`src/rtl/fib_seq_gen.sv`:
```
// fib_seq_gen: iterative Fibonacci term generator feeding a 4-digit display.
// A start request loads the index, iterates a<=b, b<=a+b once per cycle and
// presents F(n) on fib_out with valid. Terms above DEC_MAX raise ovf.
// Optional macro FIB_OVF_SAT_EN: on overflow show DEC_MAX (valid=1) instead
// of blanking the display (valid=0).
module fib_seq_gen #(
  parameter int W       = 14,
  parameter int DEC_MAX = 9999
) (
  input  logic         clk,
  input  logic         clr,
  input  logic         start,
  input  logic [4:0]   n_in,
  output logic [W-1:0] fib_out,
  output logic         valid,
  output logic         busy,
  output logic         done,
  output logic         ovf
);

  typedef enum logic [1:0] {IDLE, LOAD, CALC, DONE} state_t;

  localparam logic [W:0]   LIM     = (W+1)'(DEC_MAX);
  localparam logic [W-1:0] SAT_VAL = W'(DEC_MAX);

  state_t     state, state_nx;
  logic [W:0] a, b;       // W+1 bits so a+b never wraps
  logic [4:0] k;          // iterations still to run
  logic       ovf_hit;

  // next a would be b; stop as soon as it cannot be displayed
  assign ovf_hit = (state == CALC) && (b > LIM) && (k != 5'd0);

  // state register
  always_ff @(posedge clk or posedge clr) begin
    if (clr) state <= IDLE;
    else     state <= state_nx;
  end

  // next-state: the final iteration and the move to DONE share one cycle,
  // so n iterations take exactly n CALC cycles (n=0 skips CALC entirely)
  always_comb begin
    state_nx = state;
    case (state)
      IDLE: if (start) state_nx = LOAD;
      LOAD: state_nx = (n_in == 5'd0) ? DONE : CALC;
      CALC: if (ovf_hit || k <= 5'd1) state_nx = DONE;
      DONE: state_nx = IDLE;
      default: state_nx = IDLE;
    endcase
  end

  // status outputs decoded straight from the state register
  always_comb begin
    busy = (state == LOAD) || (state == CALC);
    done = (state == DONE);
  end

  // datapath and result registers
  always_ff @(posedge clk or posedge clr) begin
    if (clr) begin
      a       <= '0;
      b       <= '0;
      k       <= '0;
      fib_out <= '0;
      valid   <= 1'b0;
      ovf     <= 1'b0;
    end else begin
      case (state)
        LOAD: begin
          a       <= '0;
          b       <= (W+1)'(1);
          k       <= n_in;
          fib_out <= '0;
          valid   <= 1'b0;
          ovf     <= 1'b0;
        end
        CALC: begin
          if (ovf_hit) begin
            ovf <= 1'b1;
          end else if (k != 5'd0) begin
            a <= b;
            b <= a + b;
            k <= k - 5'd1;
          end
        end
        DONE: begin
          if (!ovf) begin
            fib_out <= a[W-1:0];
            valid   <= 1'b1;
          end else begin
`ifdef FIB_OVF_SAT_EN
            fib_out <= SAT_VAL;
            valid   <= 1'b1;
`else
            fib_out <= '0;
            valid   <= 1'b0;
`endif
          end
        end
        default: ;
      endcase
    end
  end

endmodule
```
`config.mk`:
```
export PLATFORM = sky130hd
export DESIGN_NAME = fib_seq_gen
export DESIGN_NICKNAME = d
export VERILOG_FILES = /design/src/rtl/fib_seq_gen.sv
export SDC_FILE = /design/constraint.sdc
export NUM_CORES = 1
export LEC_CHECK = 0
export BUFFER_PORTS_ARGS = -buffer_cell sky130_fd_sc_hd__buf_2
export CORE_MARGIN = 10
export CORE_UTILIZATION = 35
export CTS_CLUSTER_SIZE = 24
export DETAILED_ROUTE_END_ITERATION = 12
export PLACE_DENSITY = 0.49
export SLEW_MARGIN = 10
export SYNTH_ARGS = -nofsm -noshare
export SYNTH_HDL_FRONTEND = slang
export SYNTH_SLANG_ARGS = --single-unit
```
`constraint.sdc`:
```
create_clock -name clk -period 4.8 [get_ports clk]
set_input_delay 0.72 -clock clk [delete_from_list [all_inputs] [get_ports clk]]
set_output_delay 0.72 -clock clk [all_outputs]
set_load 0.01 [all_outputs]
```
# After elaboration in Yosys (flattened, before gate mapping)

Index checks and enable logic that the tools add are counted.

Register bits: 53
Input port bits: 8
Output and inout port bits: 18

Equality and inequality tests: 8
Add/sub/neg operators: 2
Muxes and demuxes: 19
Reductions and logical operators: 12
$lt $le $gt $ge: 2

Operators by type and width:

| kind                                                  | number |
|---|---|
| 2-to-1 mux 15 bit                                     | 4 |
| case mux 15 bit (2 select lines)                      | 2 |
| case mux 14 bit (2 select lines)                      | 1 |
| adder 15 bit                                          | 1 |
| > comparator 15 x 14 -> 1 bit (second input constant) | 1 |
| 2-to-1 mux 14 bit                                     | 1 |
| 2-to-1 mux 5 bit                                      | 2 |
| case mux 5 bit (2 select lines)                       | 1 |
| case mux 2 bit (4 select lines)                       | 1 |
| != test 2 bit (second input constant)                 | 3 |
| <= comparator 5 x 1 -> 1 bit (second input constant)  | 1 |
| logical NOT 5 bit                                     | 1 |
| nonzero test 5 bit                                    | 1 |
| subtractor 5 x 1 -> 5 bit (second input constant)     | 1 |
| equality test 2 bit (second input constant)           | 2 |
| 2-to-1 mux 2 bit                                      | 2 |
| != test 2 x 1 -> 1 bit (second input constant)        | 2 |
| case mux 1 bit (2 select lines)                       | 2 |
| AND reduction 2 bit                                   | 2 |
| nonzero test 2 bit                                    | 2 |
| 2-to-1 mux 1 bit                                      | 3 |
| AND reduction 3 bit                                   | 1 |
| equality test 2 x 1 -> 1 bit (second input constant)  | 1 |
| logical AND 1 bit                                     | 2 |
| 2 further kinds                                       | 3 |

# Longest topological paths before layout

Gate-level depths: netlist of the first run.

Depth in word-level cells: 6
Depth in mapped cells: 9
Mapped depth without buffers: 8

# Worst setup path before layout of the first run

Ideal clock, no wire load.

Kind: reg2reg
From: reg a[0]
To: reg b[10]
Data arrival time: 1,906 ps
Setup slack: 2,764 ps
Stages on the path, launching flop included: 9
Buffers on the path: 0
Cell sequence: dfrtp_1 > ha_1 > fa_1 > a21oi_1 > o211a_1 > o311ai_0 > a21oi_1 > xor2_1 > o21ai_0

Cells in the longest elaborated chain, start to end: 4

RTL lines:

| element                          | RTL line | RTL |
|---|---|---|
| from (decl)                      | 27       | `logic [W:0] a, b;` |
| from (signal assigned)           | 62       | `a <= '0;` |
| from (signal assigned)           | 71       | `a <= '0;` |
| from (signal assigned)           | 82       | `a <= b;` |
| adder 15 bit                     | 83       | `b <= a + b;` |
| 2-to-1 mux 15 bit                | 81       | `end else if (k != 5'd0) begin` |
| 2-to-1 mux 15 bit                | 79       | `if (ovf_hit) begin` |
| case mux 15 bit (2 select lines) | 69       | `case (state)` |
| to (signal assigned)             | 72       | `b <= (W+1)'(1);` |
| to (signal assigned)             | 83       |  |
| to (decl)                        | 27       |  |

No other way between the ends. The select of a mux whose other input is x is not followed.
A chain may end at the register's enable or synchronous reset.

# Worst setup path after layout of the first run

From: reg k[0]
To: reg k[4]

Cells in the longest elaborated chain, start to end: 4
Elaborated cells on any way between the ends: 9
Classes of those cells: add/sub (1); eq/ne (2); mux (3); reduce/logical (3)

RTL lines:

| element                                                                | RTL line   | RTL |
|---|---|---|
| from (decl)                                                            | 28         | `logic [4:0] k;` |
| from (signal assigned)                                                 | 73         | `k <= n_in;` |
| from (signal assigned)                                                 | 84         | `k <= k - 5'd1;` |
| subtractor 5 x 1 -> 5 bit or nonzero test 5 bit (tied branches)        | 84, 32, 81 |  |
| 2-to-1 mux 5 bit or logical AND 1 bit (tied branches)                  | 81, 32     |  |
| 2-to-1 mux 5 bit or != test 2 bit (tied branches)                      | --         |  |
| case mux 5 bit (2 select lines) or AND reduction 3 bit (tied branches) | --         |  |

Parallel ways exist; a longest one is shown, timed or not. The select of a mux whose other input is x is not followed.

==> results of run 1 <==
per-stage QoR:
| stage | worst slack (ns) | hold WS (ns) | instance area (um^2) | util, % |
|---|---|---|---|---|
| finish | 2.37 | 0.483 | 3220 | 39.6 |
| global route | 2.16 | 0.510 | 3220 | 39.6 |
| CTS | 2.34 | 0.490 | 3220 | 39.6 |
| detailed placement | 2.35 | 0.464 | 3130 | 38.5 |
| global placement | 2.41 | 0.457 | 3130 | 38.5 |
| floorplan | 2.76 | 0.473 | 2900 | - |
layout make-up:
| type | instances | area, um^2 | share of cell area, % |
|---|---|---|---|
| inverters | 14 | 52.6 | 1.63 |
| clock inverters | 3 | 25.0 | 0.776 |
| multi-input cells | 193 | 1460 | 45.4 |
| repair buffers | 29 | 155 | 4.81 |
| clock buffers | 5 | 68.8 | 2.14 |
| well taps | 105 | 131 | 4.08 |
| flip-flops and latches | 53 | 1330 | 41.1 |
worst max-delay path, delay by kind of cell (launching register included):
family / cells / cell delay [ns]
AND/OR/NAND/NOR: 4 / 1.34
buffers and inverters: 1 / 0.13
flip-flops: 1 / 0.44
adder cells (fa/ha/maj): 1 / 0.17
AO/OA/AOI/OAI: 1 / 0.19
registers in the layout, summed over array words and instances, names as in the netlist:
register,cells
b,15
valid,1
k,5
fib_out,14
ovf,1
state,2
a,15
cells by family after synthesis:
kind of cell / after synthesis / synth area share (%)
and+or+nand+nor: 64 / 12.4
AOI/OAI and AO/OA: 93 / 24.0
adders and majority gates: 22 / 9.76
xor gates and xnor gates: 12 / 3.63
buffers and inverters: 22 / 3.67
muxes: 2 / 0.734
DFF: 53 / 45.8
routing by layer:
metal  vias to the layer above  share of wire (%)  global-route usage [%]
li1                       1056                  -                       -
met1                      1032                 50                    14.0
met2                        30                 45                    16.2
met3                         5                3.7                    2.65
met4                         0               0.92                    2.95
met5                         -                  0                       0
layout by cell type, fill, tap and decap left out, drive strengths merged, types with 2 or more instances in the layout:
master  Yosys  final
a211oi      3      3
a21boi      2      2
a21o        3      3
a21oi      14     14
a22o       30     30
and3        3      3
buf         4     29
clkbuf      4      5
dfrtp      53     53
ha         21     21
inv        14     15
nand2      24     24
nand3       3      3
nor2       15     15
nor2b       5      5
nor3        3      3
nor3b       2      2
nor4        3      3
o211ai      3      3
o21ai      18     18
o22ai       2      2
o311a       2      2
o31ai       6      6
xnor2       7      7
xor2        5      5
worst paths after layout:
kind                        from    end  cells past startpoint
min reg2reg                valid  valid                      1
min                        valid  valid                      1
min in group asynchronous    clr  valid                      3
max in group asynchronous    clr   b[6]                      3
max                         k[0]   k[4]                      7
max reg2reg                 k[0]   k[4]                      7
power by group:
part | switching [W] | internal [W] | leakage (nW)
combinational | 0.000484 | 0.000236 | 0.754
clock | 0.000161 | 0.000106 | 0.0447
sequential | 0.0000624 | 0.000502 | 0.718
total | 0.000707 | 0.000843 | 1.52
==> flow_summary.json, run 1 <==
{
  "cp_slowest_stage_delay_ns": 0.70,
  "cp_max_fo": 37,
  "cts.reportedPaths.clkPinSlew_ns": 0.11,
  "grt_overflow": 0,
  "clock_path_buffers": 2,
  "ys_top_cells_by_area": "dfrtp_1 46%, ha_1 9.1%, a22o_1 8.8%, nand2_1 3.0%, o21ai_0 2.8%",
  "hpwl_um": 4580,
  "finalHoldViolCount": 0,
  "rows": 33,
  "r2r_slack_ns": 2.37,
  "grt_setup_unrepaired": "false",
  "grt_pass1_vias": 2134,
  "drc_errors": 0,
  "core_mm2": 0.00813,
  "fp.dieArea_mm2": 0.0123,
  "ios": 26,
  "critical_path_class": "reg2reg",
  "ir_drop_mv": 0.363,
  "cts_buffers": 5,
  "worstMarginPinSlew_ns": 0.882,
  "die_x_um": 111,
  "ys_warn_count": 0,
  "dr.pass1.iters": 4,
  "wl_um": 6430,
  "area_delta_synth_final_pct": 11.3,
  "report.final.slew_viol_count": 0,
  "synth_edf_count": 0,
  "synth_cells": 268,
  "nNetsFinal": 326,
  "required_ns": 4.96,
  "synth_cell_type_count": 55,
  "hp-class": "reg2reg",
  "maxCapViolCount": 0,
  "worst_clock_skew_ns": 0.0106,
  "critPathSlowestCell": "nor2_4",
  "synth_nets": 298,
  "setup_tns_ns": 0,
  "routedWlPerCell_um": 16.0,
  "async_flop_share_pct": 100,
  "p_per_area_mw_per_mm2": 481,
  "synth-seq-cells": 53,
  "cts-root-buf": "clkbuf_8",
  "setup_viol": 0,
  "vias_per_cell": 5.28,
  "post_cts_buffers": 0,
  "cts_tree": "done",
  "clk_latency_ns": 0.31,
  "end_kind": "flip-flop",
  "synth_top_area_cell": "dfrtp_1",
  "grt_use_total_pct": 10.5,
  "cp-start-kind": "flip-flop",
  "syn_area_per_cell_um2": 10.8,
  "n_fill_cell": 793,
  "cts_hold_buffers": 0,
  "synth.yosys.seq_area_share_pct": 45.8,
  "synthMostInstantiatedCell": "dfrtp_1",
  "clock-sinks": 53,
  "synth_top_area_share_pct": 45.8,
  "power_w": 0.00155,
  "antenna_found_initial": 0,
  "cp_common_cell": "nor2_4",
  "min_period_ns": 2.43,
  "fmaxAchievable_mhz": 412,
  "gp_congestion": 0.817,
  "status": "finished, final reports clean",
  "grt_pass1_wl_um": 10900,
  "slew_headroom_pct": 41.1,
  "port_buffers": 25,
  "final_cells": 402,
  "start_util_pct": 35.6,
  "drive_gt1_share_pct": 17.8,
  "drtIter0Drc": 74,
  "insertedDiodeCount": 0,
  "crit_chain": "inv_1 -> ha_1 -> or4b_4 -> nand2_4 -> nor2_4 -> nor2_4 -> o21ai_0",
  "grt_max_degree": 54,
  "placedCellCount": 394,
  "synth_ff_type": "dfrtp_1",
  "ctsHtreeMaxLevel": 2,
  "postRouteAntennaNets": 0,
  "die_y_um": 111,
  "synthesis.area_mm2": 0.00290,
  "power_leakage_nw": 1.52,
  "fin_crit_sh_pct": 50.6,
  "vias": 2123,
  "arrival_ns": 2.59,
  "synthTopCellsByCount": "53 x dfrtp_1, 29 x a22o_1, 23 x nand2_1",
  "cts_resized": 0
}
Note: power is estimated with default switching activity, not from simulation.
==> run 2, diff against run 1 <==
clock period = 2.5 ns   (was 4.8 ns; I/O delays follow)
==> flow_summary.json, run 2 (synthesized netlist as in run 1, its figures left out) <==
{
  "clock_path_buffers": 2,
  "clk_latency_ns": 0.31,
  "min_period_ns": 2.22,
  "status": "finished, final reports clean",
  "vias": 2128,
  "grt_pass1_wl_um": 11100,
  "grt_use_total_pct": 10.6,
  "fp.dieArea_mm2": 0.0123,
  "grt_overflow": 0,
  "grt_max_degree": 54,
  "cts_tree": "done",
  "antenna_found_initial": 0,
  "fin_area_mm2": 0.00330,
  "grt_pass1_vias": 2121,
  "drc_errors": 0,
  "die_x_um": 111,
  "fin_crit_sh_pct": 88.9,
  "setup_tns_ns": 0,
  "postRouteAntennaNets": 0,
  "gp_congestion": 0.808,
  "place_ws_ns": 0.277,
  "ir_drop_mv": 0.539,
  "fmaxAchievable_mhz": 450,
  "r2r_slack_ns": 0.28,
  "end_kind": "flip-flop",
  "final_cells": 405,
  "die_y_um": 111,
  "cts.reportedPaths.clkPinSlew_ns": 0.10,
  "cp-start-kind": "flip-flop",
  "slew_headroom_pct": 74.5,
  "setup_slack_ns": 0.277,
  "cts-root-buf": "clkbuf_8",
  "cts_hold_buffers": 0,
  "layout_commonest_cell": "dfrtp_1",
  "clock-sinks": 53,
  "ctsHtreeMaxLevel": 2,
  "n_fill_cell": 777,
  "power_w": 0.00322,
  "routedWlPerCell_um": 16.1,
  "power_leakage_nw": 1.56,
  "dr.pass1.iters": 4,
  "finalHoldViolCount": 0,
  "maxCapViolCount": 0,
  "core_mm2": 0.00813,
  "area_delta_synth_final_pct": 14.0,
  "drtIter0Drc": 67,
  "hpwl_um": 4640,
  "required_ns": 2.68,
  "cp_max_fo": 3,
  "start_util_pct": 35.6,
  "placedCellCount": 397,
  "setup_viol": 0,
  "cts_resized": 0,
  "grt_setup_unrepaired": "false",
  "p_per_area_mw_per_mm2": 977,
  "drive_gt1_share_pct": 18.7,
  "largestRegisters": "a: 15 flops, b: 15 flops, fib_out: 14 flops",
  "port_buffers": 25,
  "ios": 26,
  "mostFrequentLayoutCells": "53 x dfrtp_1, 29 x a22o_1, 25 x buf_2, 23 x nand2_1, 21 x ha_1",
  "vias_per_cell": 5.25,
  "critical_path_class": "reg2reg",
  "hp-class": "in2async",
  "insertedDiodeCount": 0,
  "report.final.slew_viol_count": 0,
  "rows": 33,
  "worst_clock_skew_ns": 0.0123,
  "dpl_cell_area_mm2": 0.00319,
  "cts_buffers": 5,
  "arrival_ns": 2.40,
  "nNetsFinal": 329,
  "post_cts_buffers": 0,
  "worstMarginPinSlew_ns": 0.380,
  "wl_um": 6520
}
## run 2: cell types whose count changed in the layout (fill, tap and decap cells not counted), sizes merged
cell      delta
buf          +3
clkinvlp     -1
bufinv       +1
## run 2: through the flow
stage	util [%]	hold slack (ns)
2_1_floorplan	-	0.473
6_report	40.6	0.101
5_1_grt	40.6	0.111
3_3_place_gp	39.2	0.453
4_1_cts	40.6	0.111
3_5_place_dp	39.2	0.454
## run 2: path summary, 6_finish.rpt
check                             start  cells after the start    end
worst min-delay path                clr                      3  valid
worst max register to register     a[0]                      8  b[10]
worst max-delay path               a[0]                      8  b[10]
min in group clk                n_in[3]                      3   k[3]
max in group asynchronous           clr                      3   a[0]
worst min register to register    valid                      1  valid
## run 2: per-layer routing
| metal | wire (um) | up-vias | track usage [%] |
|---|---|---|---|
| li1 | - | 1055 | - |
| met4 | 62 | 0 | 2.60 |
| met3 | 291 | 5 | 2.71 |
| met2 | 2850 | 33 | 15.6 |
| met1 | 3320 | 1035 | 15.0 |
| met5 | 0 | - | 0 |
## run 2: cell type report
cell class	instances	area (um^2)	share of cell area [%]
clock buffers	5	68.8	2.08
repair buffers	32	215	6.52
inverters	14	52.6	1.59
flip-flops and latches	53	1330	40.2
clock inverters	3	43.8	1.33
well taps	105	131	3.98
multi-input cells	193	1460	44.3
## run 2: power breakdown
part           switching (W)  internal [W]  total (W)
clock               0.000304      0.000301   0.000605
combinational       0.000959      0.000581    0.00154
sequential          0.000117      0.000963    0.00108
## run 2: critical path, stage by stage (launching register included)
cell and delay [ns]:
dfrtp_1 0.41, ha_1 0.24, fa_1 0.40, a21oi_1 0.25, o211a_1 0.24, o311ai_0 0.15, a21oi_1 0.19, xor2_1 0.14
o21ai_0 0.08
